===== src/rtl/lz77_pkg.sv =====
// -----------------------------------------------------------------------------
// lz77_pkg
// Shared definitions for the LZ77 stream encoder and its matching decoder:
// the controller state encoding and the default symbol / window geometry.
// No ports (package).
// -----------------------------------------------------------------------------
package lz77_pkg;

    localparam int LZ77_CHAR_W = 8;   // symbol width in bits
    localparam int LZ77_SB_LEN = 9;   // search-buffer depth in symbols
    localparam int LZ77_LA_LEN = 8;   // look-ahead depth in symbols

    typedef enum logic [1:0] {
        ST_IDLE,
        ST_FILL,
        ST_SEARCH,
        ST_EMIT
    } lz77_state_t;

endpackage


===== src/rtl/lz77_match_len.sv =====
// -----------------------------------------------------------------------------
// lz77_match_len
// Combinational match length of one candidate against the look-ahead.
// Counts leading positions where the candidate symbol equals the look-ahead
// symbol, stopping at the first difference or at the cap.
// Ports:
//   cand_view  in  (LA_LEN-1) x CHAR_W  symbols starting at the candidate
//   la_view    in  (LA_LEN-1) x CHAR_W  symbols starting at look-ahead start
//   cap        in  LEN_W                maximum length allowed (la_cnt-1)
//   len        out LEN_W                resulting match length
// -----------------------------------------------------------------------------
module lz77_match_len
    import lz77_pkg::*;
#(
    parameter int CHAR_W = LZ77_CHAR_W,
    parameter int LA_LEN = LZ77_LA_LEN,
    parameter int LEN_W  = $clog2(LZ77_LA_LEN)
) (
    input  logic [LA_LEN-2:0][CHAR_W-1:0] cand_view,
    input  logic [LA_LEN-2:0][CHAR_W-1:0] la_view,
    input  logic [LEN_W-1:0]              cap,
    output logic [LEN_W-1:0]              len
);

    logic [LA_LEN-2:0] eq;
    logic              run;

    genvar gi;
    generate
        for (gi = 0; gi < LA_LEN - 1; gi++) begin : g_eq
            assign eq[gi] = (cand_view[gi] == la_view[gi]);
        end
    endgenerate

    // run stays high only while every earlier position matched
    always_comb begin
        len = '0;
        run = 1'b1;
        for (int i = 0; i < LA_LEN - 1; i++) begin
            if (run && eq[i] && (LEN_W'(i) < cap)) begin
                len = len + LEN_W'(1);
            end else begin
                run = 1'b0;
            end
        end
    end

endmodule


===== src/rtl/lz77_stream_enc.sv =====
// -----------------------------------------------------------------------------
// lz77_stream_enc
// Streaming LZ77 encoder. Symbols are collected into a circular window holding
// a search buffer (already encoded) followed by a look-ahead (not yet encoded).
// For each token the search buffer is scanned one candidate per cycle, oldest
// first, and the longest match (earliest on ties) is emitted as
// (offset, length, next symbol).
// Ports:
//   clk         in   clock
//   reset       in   asynchronous active-high reset
//   in_valid    in   symbol offered
//   in_ready    out  symbol accepted this cycle
//   in_char     in   CHAR_W symbol
//   in_last     in   final symbol of the stream
//   out_valid   out  token valid
//   out_ready   in   token consumed
//   out_offset  out  OFF_W match distance minus 1
//   out_len     out  LEN_W match length
//   out_char    out  CHAR_W symbol following the match
//   out_last    out  token consumes the final symbol
//   busy        out  stream in progress
// -----------------------------------------------------------------------------
module lz77_stream_enc
    import lz77_pkg::*;
#(
    parameter int  CHAR_W = LZ77_CHAR_W,
    parameter int  SB_LEN = LZ77_SB_LEN,
    parameter int  LA_LEN = LZ77_LA_LEN,
    localparam int OFF_W  = $clog2(SB_LEN),
    localparam int LEN_W  = $clog2(LA_LEN)
) (
    input  logic              clk,
    input  logic              reset,
    input  logic              in_valid,
    output logic              in_ready,
    input  logic [CHAR_W-1:0] in_char,
    input  logic              in_last,
    output logic              out_valid,
    input  logic              out_ready,
    output logic [OFF_W-1:0]  out_offset,
    output logic [LEN_W-1:0]  out_len,
    output logic [CHAR_W-1:0] out_char,
    output logic              out_last,
    output logic              busy
);

    // window is the smallest power of two holding both regions
    localparam int PTR_W = $clog2(SB_LEN + LA_LEN);
    localparam int WIN   = 1 << PTR_W;
    localparam int SBC_W = $clog2(SB_LEN + 1);
    localparam int LAC_W = $clog2(LA_LEN + 1);
    localparam int SUM_W = PTR_W + 1;

    lz77_state_t       state;
    logic [PTR_W-1:0]  la_ptr;        // look-ahead start in the window
    logic [SBC_W-1:0]  sb_cnt;
    logic [LAC_W-1:0]  la_cnt;
    logic [SBC_W-1:0]  search_idx;    // candidate number, 0 = oldest
    logic              last_seen;     // in_last has been accepted
    logic [LEN_W-1:0]  best_len;
    logic [OFF_W-1:0]  best_off;

    logic [CHAR_W-1:0] window [WIN];

    logic                         wr_en;
    logic [PTR_W-1:0]             wr_ptr;
    logic [PTR_W-1:0]             cand_ptr;
    logic [LA_LEN-1:0][CHAR_W-1:0] la_view;
    logic [LA_LEN-2:0][CHAR_W-1:0] cand_view;
    logic [LEN_W-1:0]             cap;
    logic [LEN_W-1:0]             cand_len;
    logic [OFF_W-1:0]             cand_off;
    logic                         better;
    logic [LEN_W-1:0]             fin_len;
    logic [OFF_W-1:0]             fin_off;
    logic                         last_cand;
    logic [LAC_W-1:0]             la_after_search;
    logic [LAC_W-1:0]             la_after_emit;
    logic [SUM_W-1:0]             sb_sum;
    logic [SBC_W-1:0]             sb_after_emit;

    // gated by reset so nothing is accepted while reset is held
    assign in_ready = !reset &&
                      ((state == ST_IDLE) ||
                       (state == ST_FILL && la_cnt < LAC_W'(LA_LEN) && !last_seen));
    assign wr_en    = in_valid && in_ready;
    assign wr_ptr   = la_ptr + PTR_W'(la_cnt);

    always_ff @(posedge clk) begin
        if (wr_en) begin
            window[wr_ptr] <= in_char;
        end
    end

    // candidates run from the oldest search-buffer entry toward the look-ahead
    assign cand_ptr = la_ptr - PTR_W'(sb_cnt) + PTR_W'(search_idx);

    genvar gi;
    generate
        for (gi = 0; gi < LA_LEN; gi++) begin : g_la_view
            assign la_view[gi] = window[la_ptr + PTR_W'(gi)];
        end
        // may read into the look-ahead itself, which yields overlapping matches
        for (gi = 0; gi < LA_LEN - 1; gi++) begin : g_cand_view
            assign cand_view[gi] = window[cand_ptr + PTR_W'(gi)];
        end
    endgenerate

    assign cap = LEN_W'(la_cnt - LAC_W'(1));

    lz77_match_len #(
        .CHAR_W (CHAR_W),
        .LA_LEN (LA_LEN),
        .LEN_W  (LEN_W)
    ) u_match_len (
        .cand_view (cand_view),
        .la_view   (la_view[LA_LEN-2:0]),
        .cap       (cap),
        .len       (cand_len)
    );

    assign cand_off  = OFF_W'(sb_cnt - search_idx - SBC_W'(1));
    // strictly longer only, so ties keep the older (larger offset) candidate
    assign better    = (sb_cnt != '0) && (cand_len > best_len);
    assign fin_len   = better ? cand_len : best_len;
    assign fin_off   = better ? cand_off : best_off;
    // an empty search buffer still spends one cycle here
    assign last_cand = (sb_cnt == '0) || (search_idx == sb_cnt - SBC_W'(1));

    assign la_after_search = la_cnt - LAC_W'(fin_len) - LAC_W'(1);
    assign la_after_emit   = la_cnt - LAC_W'(out_len) - LAC_W'(1);
    assign sb_sum          = SUM_W'(sb_cnt) + SUM_W'(out_len) + SUM_W'(1);
    assign sb_after_emit   = (sb_sum > SUM_W'(SB_LEN)) ? SBC_W'(SB_LEN) : SBC_W'(sb_sum);

    always_ff @(posedge clk or posedge reset) begin
        if (reset) begin
            state      <= ST_IDLE;
            la_ptr     <= '0;
            sb_cnt     <= '0;
            la_cnt     <= '0;
            search_idx <= '0;
            last_seen  <= 1'b0;
            best_len   <= '0;
            best_off   <= '0;
            out_valid  <= 1'b0;
            out_offset <= '0;
            out_len    <= '0;
            out_char   <= '0;
            out_last   <= 1'b0;
            busy       <= 1'b0;
        end else begin
            case (state)
                ST_IDLE: begin
                    if (wr_en) begin
                        la_cnt    <= LAC_W'(1);
                        last_seen <= in_last;
                        busy      <= 1'b1;
                        state     <= ST_FILL;
                    end
                end
                ST_FILL: begin
                    if (la_cnt == LAC_W'(LA_LEN) || last_seen) begin
                        search_idx <= '0;
                        best_len   <= '0;
                        best_off   <= '0;
                        state      <= ST_SEARCH;
                    end else if (wr_en) begin
                        la_cnt <= la_cnt + LAC_W'(1);
                        if (in_last) begin
                            last_seen <= 1'b1;
                        end
                    end
                end
                ST_SEARCH: begin
                    if (last_cand) begin
                        out_offset <= fin_off;
                        out_len    <= fin_len;
                        out_char   <= la_view[fin_len];
                        out_last   <= last_seen && (la_after_search == '0);
                        out_valid  <= 1'b1;
                        state      <= ST_EMIT;
                    end else begin
                        search_idx <= search_idx + SBC_W'(1);
                        best_len   <= fin_len;
                        best_off   <= fin_off;
                    end
                end
                ST_EMIT: begin
                    if (out_ready) begin
                        out_valid  <= 1'b0;
                        la_ptr     <= la_ptr + PTR_W'(out_len) + PTR_W'(1);
                        la_cnt     <= la_after_emit;
                        search_idx <= '0;
                        best_len   <= '0;
                        best_off   <= '0;
                        if (la_after_emit == '0 && last_seen) begin
                            sb_cnt    <= '0;
                            busy      <= 1'b0;
                            last_seen <= 1'b0;
                            state     <= ST_IDLE;
                        end else begin
                            sb_cnt <= sb_after_emit;
                            state  <= last_seen ? ST_SEARCH : ST_FILL;
                        end
                    end
                end
                default: state <= ST_IDLE;
            endcase
        end
    end

endmodule


===== config.mk =====
export PLATFORM = sky130hd
export DESIGN_NAME = lz77_stream_enc
export DESIGN_NICKNAME = d
export VERILOG_FILES = /design/src/rtl/lz77_pkg.sv /design/src/rtl/lz77_match_len.sv /design/src/rtl/lz77_stream_enc.sv
export SDC_FILE = /design/constraint.sdc
export NUM_CORES = 2
export LEC_CHECK = 0
export BUFFER_PORTS_ARGS = -buffer_cell sky130_fd_sc_hd__buf_4
export CAP_MARGIN = 40
export CORE_UTILIZATION = 40
export CTS_CLUSTER_DIAMETER = 200
export CTS_CLUSTER_SIZE = 40
export DETAILED_ROUTE_END_ITERATION = 12
export SYNTH_ARGS = -nofsm -noshare
export SYNTH_HDL_FRONTEND = slang
export SYNTH_HIERARCHICAL = 1
export SYNTH_SLANG_ARGS = --single-unit

===== constraint.sdc =====
create_clock -name clk -period 12.5 [get_ports clk]
set_input_delay 3.75 -clock clk [delete_from_list [all_inputs] [get_ports clk]]
set_output_delay 3.75 -clock clk [all_outputs]
set_load 0.02 [all_outputs]

**After elaboration in Yosys (flattened, before gate mapping)**

Memory sizes are Yosys's and may differ from the RTL's.
Cells that the tools add are included.

- Input port bits: 13
- Word-level logic and storage cells: 180
- Memory bits (writable): 256
- Output and inout port bits: 19
- Bits in registers: 45
- Memories kept: 1

Memories:

| name | words | width | read ports | clocked after memory_dff | write ports | line | source |
|---|---|---|---|---|---|---|---|
| window | 32 | 8 | 15 | 0 | 1 | lz77_stream_enc.sv:63 | `logic [CHAR_W-1:0] window [WIN];` |

- Equal/unequal tests: 21
- Muxes and demuxes: 55
- Reduce and logical (&&, ||, !) cells: 42
- Order comparisons: 11
- Add/sub/neg operators: 36

Operator list:

| cell | count |
|---|---|
| $eq A8 B8 Y1 | 7 |
| $mux W4 | 11 |
| $pmux W4 S3 | 3 |
| $add A5 B3 Y5 const B | 7 |
| $mux W3 | 10 |
| $bmux W8 S3 | 1 |
| $add A5 B2 Y5 const B | 4 |
| $logic_and A1 B1 Y1 | 20 |
| $add A3 B1 Y3 const B | 6 |
| $mux W1 | 18 |
| $ne A2 B2 Y1 const B | 8 |
| $sub A4 B1 Y4 const B | 4 |
| $add A5 B1 Y5 const B | 3 |
| $logic_not A4 Y1 | 3 |
| $mux W2 | 6 |
| $reduce_and A4 Y1 | 3 |
| $add A5 B4 Y5 | 2 |
| $lt A3 B3 Y1 const A | 3 |
| $pmux W3 S3 | 1 |
| $add A4 B1 Y4 const B | 2 |
| $mux W8 | 1 |
| $pmux W2 S4 | 1 |
| $sub A4 B3 Y4 | 2 |
| $reduce_and A7 Y1 | 1 |
| other kinds (28) | 38 |

**Logic depth before layout (Yosys ltp)**

An unclocked memory read counts as a cell.

- Depth in word-level cells: 31
- Mapped depth: 52

**By module**

Netlist, hierarchy kept.

Modules (own cells, without submodules):

| module | cells an instance | area an instance (µm²) | times used |
|---|---|---|---|
| lz77_stream_enc | 2432 | 34073.9 | 1 |
| lz77_match_len | 133 | 1053.5 | 1 |

**Worst setup path before layout**

OpenSTA, ideal clock, no wires.

- Kind: register -> register
- Start point: register la_ptr[1]
- End point: register out_last
- Clock period less this slack: 12.145 ns
- Arrival: 12.050 ns
- Library setup time: 0.095 ns
- Cell stages (with the launch flop): 47
- Data required time: 12.405 ns
- Slack: 0.355 ns
- Cells stage by stage: dfrtp_1 buf_2 buf_4 buf_2 buf_2 inv_1 fa_1 inv_1 ha_1 a21o_1 a21oi_1 xnor2_1 clkbuf_1 clkbuf_1 ha_1 nand2_1 xnor2_1 buf_6 (+11 left out) nor2b_1 ha_1 a21o_1 ha_1 mux2_2 a21o_1 ha_1 nor2b_1 o21a_1 o21ai_1 mux2_2 inv_1 buf_2 buf_1 ha_1 ha_1 or4_1 o31ai_1

RTL lines:

| element | line | source |
|---|---|---|
| start, declared | lz77_stream_enc.sv:55 | `logic [PTR_W-1:0] la_ptr;` |
| start signal, assigned | lz77_stream_enc.sv:191 | `la_ptr <= la_ptr + PTR_W'(out_len) + PTR_W'(1);` |
| end signal, assigned | lz77_stream_enc.sv:179 | `out_last <= last_seen && (la_after_search == '0);` |
| end, declared | lz77_stream_enc.sv:43 | `output logic out_last,` |

==> results.py <==
metrics = {
    "status": {
        "status": "complete, no violations",
    },
    "clock_tree": {
        "cts.sinks": 301,
        "clk_pin_slew_ps": 170,
        "ctsResizeCount": 0,
        "htreeDepth": 1,
        "clockBufferDepth": 3,
        "cts_buffers": 12,
        "insertion_delay_ps": 590,
        "cts_root_buf": "clkbuf_16",
        "cts_tree": "yes",
        "cts_hold_repair.buffers": 0,
        "cts_setup_buffers": 0,
    },
    "logic_synthesis": {
        "synth_ff_type": "edfxtp_1",
        "synth_area_per_cell_um2": 13.7,
        "synth-seq-area-share_pct": 25.1,
        "synth_edf_count": 256,
        "synth.distinct_cells": 87,
        "ys_seq_elements": 301,
        "syn_inst": 2565,
        "netlist_area_um2": 35100,
        "synthArstFlopShare_pct": 15.0,
        "ys_warn_count": 6,
        "synth_nets": 2638,
    },
    "timing": {
        "fin_worst_hold_slack_ps": 502,
        "period_needed_ps": 11980,
        "final.period_utilization_pct": 95.8,
        "final-setup-viol-count": 0,
        "slew_headroom_pct": 35.0,
        "final_hold_viol_count": 0,
        "worst_pin_slew_ps": 976,
        "finClkSkew_ps": 75.2,
        "rsz0062_at_grt": "false",
        "slew_violations": 0,
        "finalSetupTns_ps": 0,
        "clock.fmax_mhz": 83.5,
    },
    "detailed_routing": {
        "routedWlPerCell_um": 42.1,
        "vias": 28600,
        "drtIter0Drc": 4647,
        "drt-total-wl_mm": 156,
        "avgViaCountPerCell": 7.74,
        "drc": 0,
        "firstDrtPassIters": 6,
        "ant_nets": 0,
    },
    "hold_path": {
        "min_from": "out_valid$_DFFE_PP0P_",
        "holdCritPathClass": "flip-flop to flip-flop",
    },
    "worst_setup_path": {
        "worstSetupPathType": "flip-flop to flip-flop",
        "slowest_stage": "fa_4",
        "start_kind": "flip-flop",
        "crit_path_end_kind": "flip-flop",
        "crit_path_max_fanout": 35,
        "arrival_ps": 12490,
        "startpoint": "la_ptr[1]$_DFFE_PP0P_",
        "critical_path_required_ps": 13010,
        "cp_common_cell": "ha_1",
        "r2r_start": "la_ptr[1]$_DFFE_PP0P_",
        "cpPeakStageDelay_ps": 840,
    },
    "placement": {
        "place_congestion": 1.03,
        "hpwl_mm": 112,
        "place_area_um2": 37300,
        "port_buffers": 31,
    },
    "floorplan": {
        "ioPinCount": 32,
        "core_area_um2": 86900,
        "dieHeight_um": 298,
        "chipWidth_um": 298,
        "fp-row-count": 108,
        "initial_utilization_pct": 40.4,
        "dieArea_um2": 89000,
    },
    "run": {
        "drv_cap": 0,
    },
    "global_routing": {
        "grtUsageTotal_pct": 34.4,
        "grt_max_degree": 129,
        "antenna_found_initial": 10,
        "grt_pass1_vias": 27500,
        "overflow": 0,
        "grt_pass1_wl_mm": 217,
    },
    "finish": {
        "fin_area_um2": 37800,
        "syn_to_final_growth_pct": 7.61,
        "drive_gt1_share_pct": 43.2,
        "final_nets": 2605,
        "fill_cells": 7723,
    },
}
cells in the final DEF (no fill, tap or decap), types with 9 or more instances in the layout:
cell type  Yosys  routed
nand2_1      218     218
a211oi_1      28      28
mux4_2       674     674
buf_12         0      12
nor3_1        14      14
nor4_1         9       9
xor2_1        46      39
ha_1          51      47
a221oi_1      10      10
nand3_1       36      36
a22oi_1       15      15
a21o_1        18      18
clkbuf_16      0      13
buf_4         32     179
xnor2_1       72      59
edfxtp_1     256     256
o21ai_0       42      42
dfrtp_1       45      41
o211ai_1      17      17
mux2_2       136     136
nor2_1       135     133
and3_1        12      12
inv_1         42      41
o22ai_1       24      24
xnor2_2        5      15
a21oi_1       60      60
mux2i_1      186     185
nand2b_1      10      10
layout make-up:
cell class	count	area, um^2	area share [%]
antenna	4	10.0	0.0265
tap	1155	1450	3.82
timing repair buffer	207	1810	4.79
clock buffer	16	337	0.890
sequential	301	8820	23.3
clock inverter	4	90.1	0.238
inverter	46	173	0.457
multi-input combinational	1964	25100	66.4
registers in the layout, indices dropped and copies added (netlist names):
signal / count
window: 256
out_char: 8
la_ptr: 5
best_off: 4
la_cnt: 4
out_offset: 4
sb_cnt: 4
search_idx: 4
best_len: 3
out_len: 3
state: 2
busy: 1
last_seen: 1
out_last: 1
out_valid: 1
stage by stage:
step / std cells / util, % / setup slack [ps]
detailed placement: 3670 / 43.0 / 797
finish: 3697 / 43.5 / 521
global route: 3694 / 43.5 / 139
CTS: 3690 / 43.5 / 760
global placement: 3641 / 42.6 / 916
floorplan: 2565 / - / 355
cell usage after synthesis, types with 12 or more instances:
cell / instances / area (um^2)
a211oi_1: 28 / 210
a21o_1: 18 / 135
a21oi_1: 60 / 300
a22oi_1: 15 / 113
and3_1: 12 / 75.1
buf_1: 39 / 146
buf_2: 57 / 285
buf_4: 32 / 240
buf_6: 24 / 270
clkbuf_1: 102 / 383
dfrtp_1: 45 / 1130
edfxtp_1: 256 / 7690
ha_1: 51 / 638
inv_1: 42 / 158
mux2_2: 136 / 1530
mux2i_1: 186 / 1860
mux4_2: 674 / 15200
nand2_1: 218 / 818
nand3_1: 36 / 180
nor2_1: 135 / 507
nor3_1: 14 / 70.1
o211ai_1: 17 / 128
o21ai_0: 42 / 210
o22ai_1: 24 / 150
xnor2_1: 72 / 631
xor2_1: 46 / 403
worst max-delay path, delay by kind of cell, from the launching register on:
family / cells / cell delay, ps
multiplexers: 5 / 1710
AND/OR/NAND/NOR: 6 / 1680
buffers and inverters: 6 / 1270
flip-flops: 1 / 500
XOR/XNOR: 3 / 690
adder cells (fa/ha/maj): 11 / 4200
AO/OA/AOI/OAI: 10 / 1810
layer usage:
metal | GRT usage [%] | share of wire [%] | vias up
li1 | - | - | 10700
met1 | 43.7 | 34 | 14800
met2 | 50.6 | 43 | 2605
met3 | 12.4 | 15 | 527
met4 | 20.0 | 7.5 | 22
met5 | 0 | 0.091 | -
final timing paths:
| check | to | slack, ps | cells past startpoint |
|---|---|---|---|
| worst max-delay path | out_last$_DFFE_PP0P_ | 520 | 41 |
| worst min-delay path | out_valid$_DFFE_PP0P_ | 500 | 2 |
| worst max register to register | out_last$_DFFE_PP0P_ | 520 | 41 |
| worst min register to register | out_valid$_DFFE_PP0P_ | 500 | 2 |
| max in group asynchronous | la_ptr[0]$_DFFE_PP0P_ | 8560 | 3 |
| min in group asynchronous | out_offset[3]$_DFFE_PP0P_ | 3330 | 3 |
kinds of logic after synthesis:
group	after synthesis	share of synthesized area, %
and+or+nand+nor	484	6.06
AOI/OAI and AO/OA	292	5.71
adders and majority gates	62	2.39
buffers and inverters	300	4.26
xor gates and xnor gates	126	3.31
muxes	1000	53.2
DFF	301	25.1
Power is left out: the tool's default activity adds up to more than one toggle a clock period on the data nets, which glitch-free logic cannot reach.
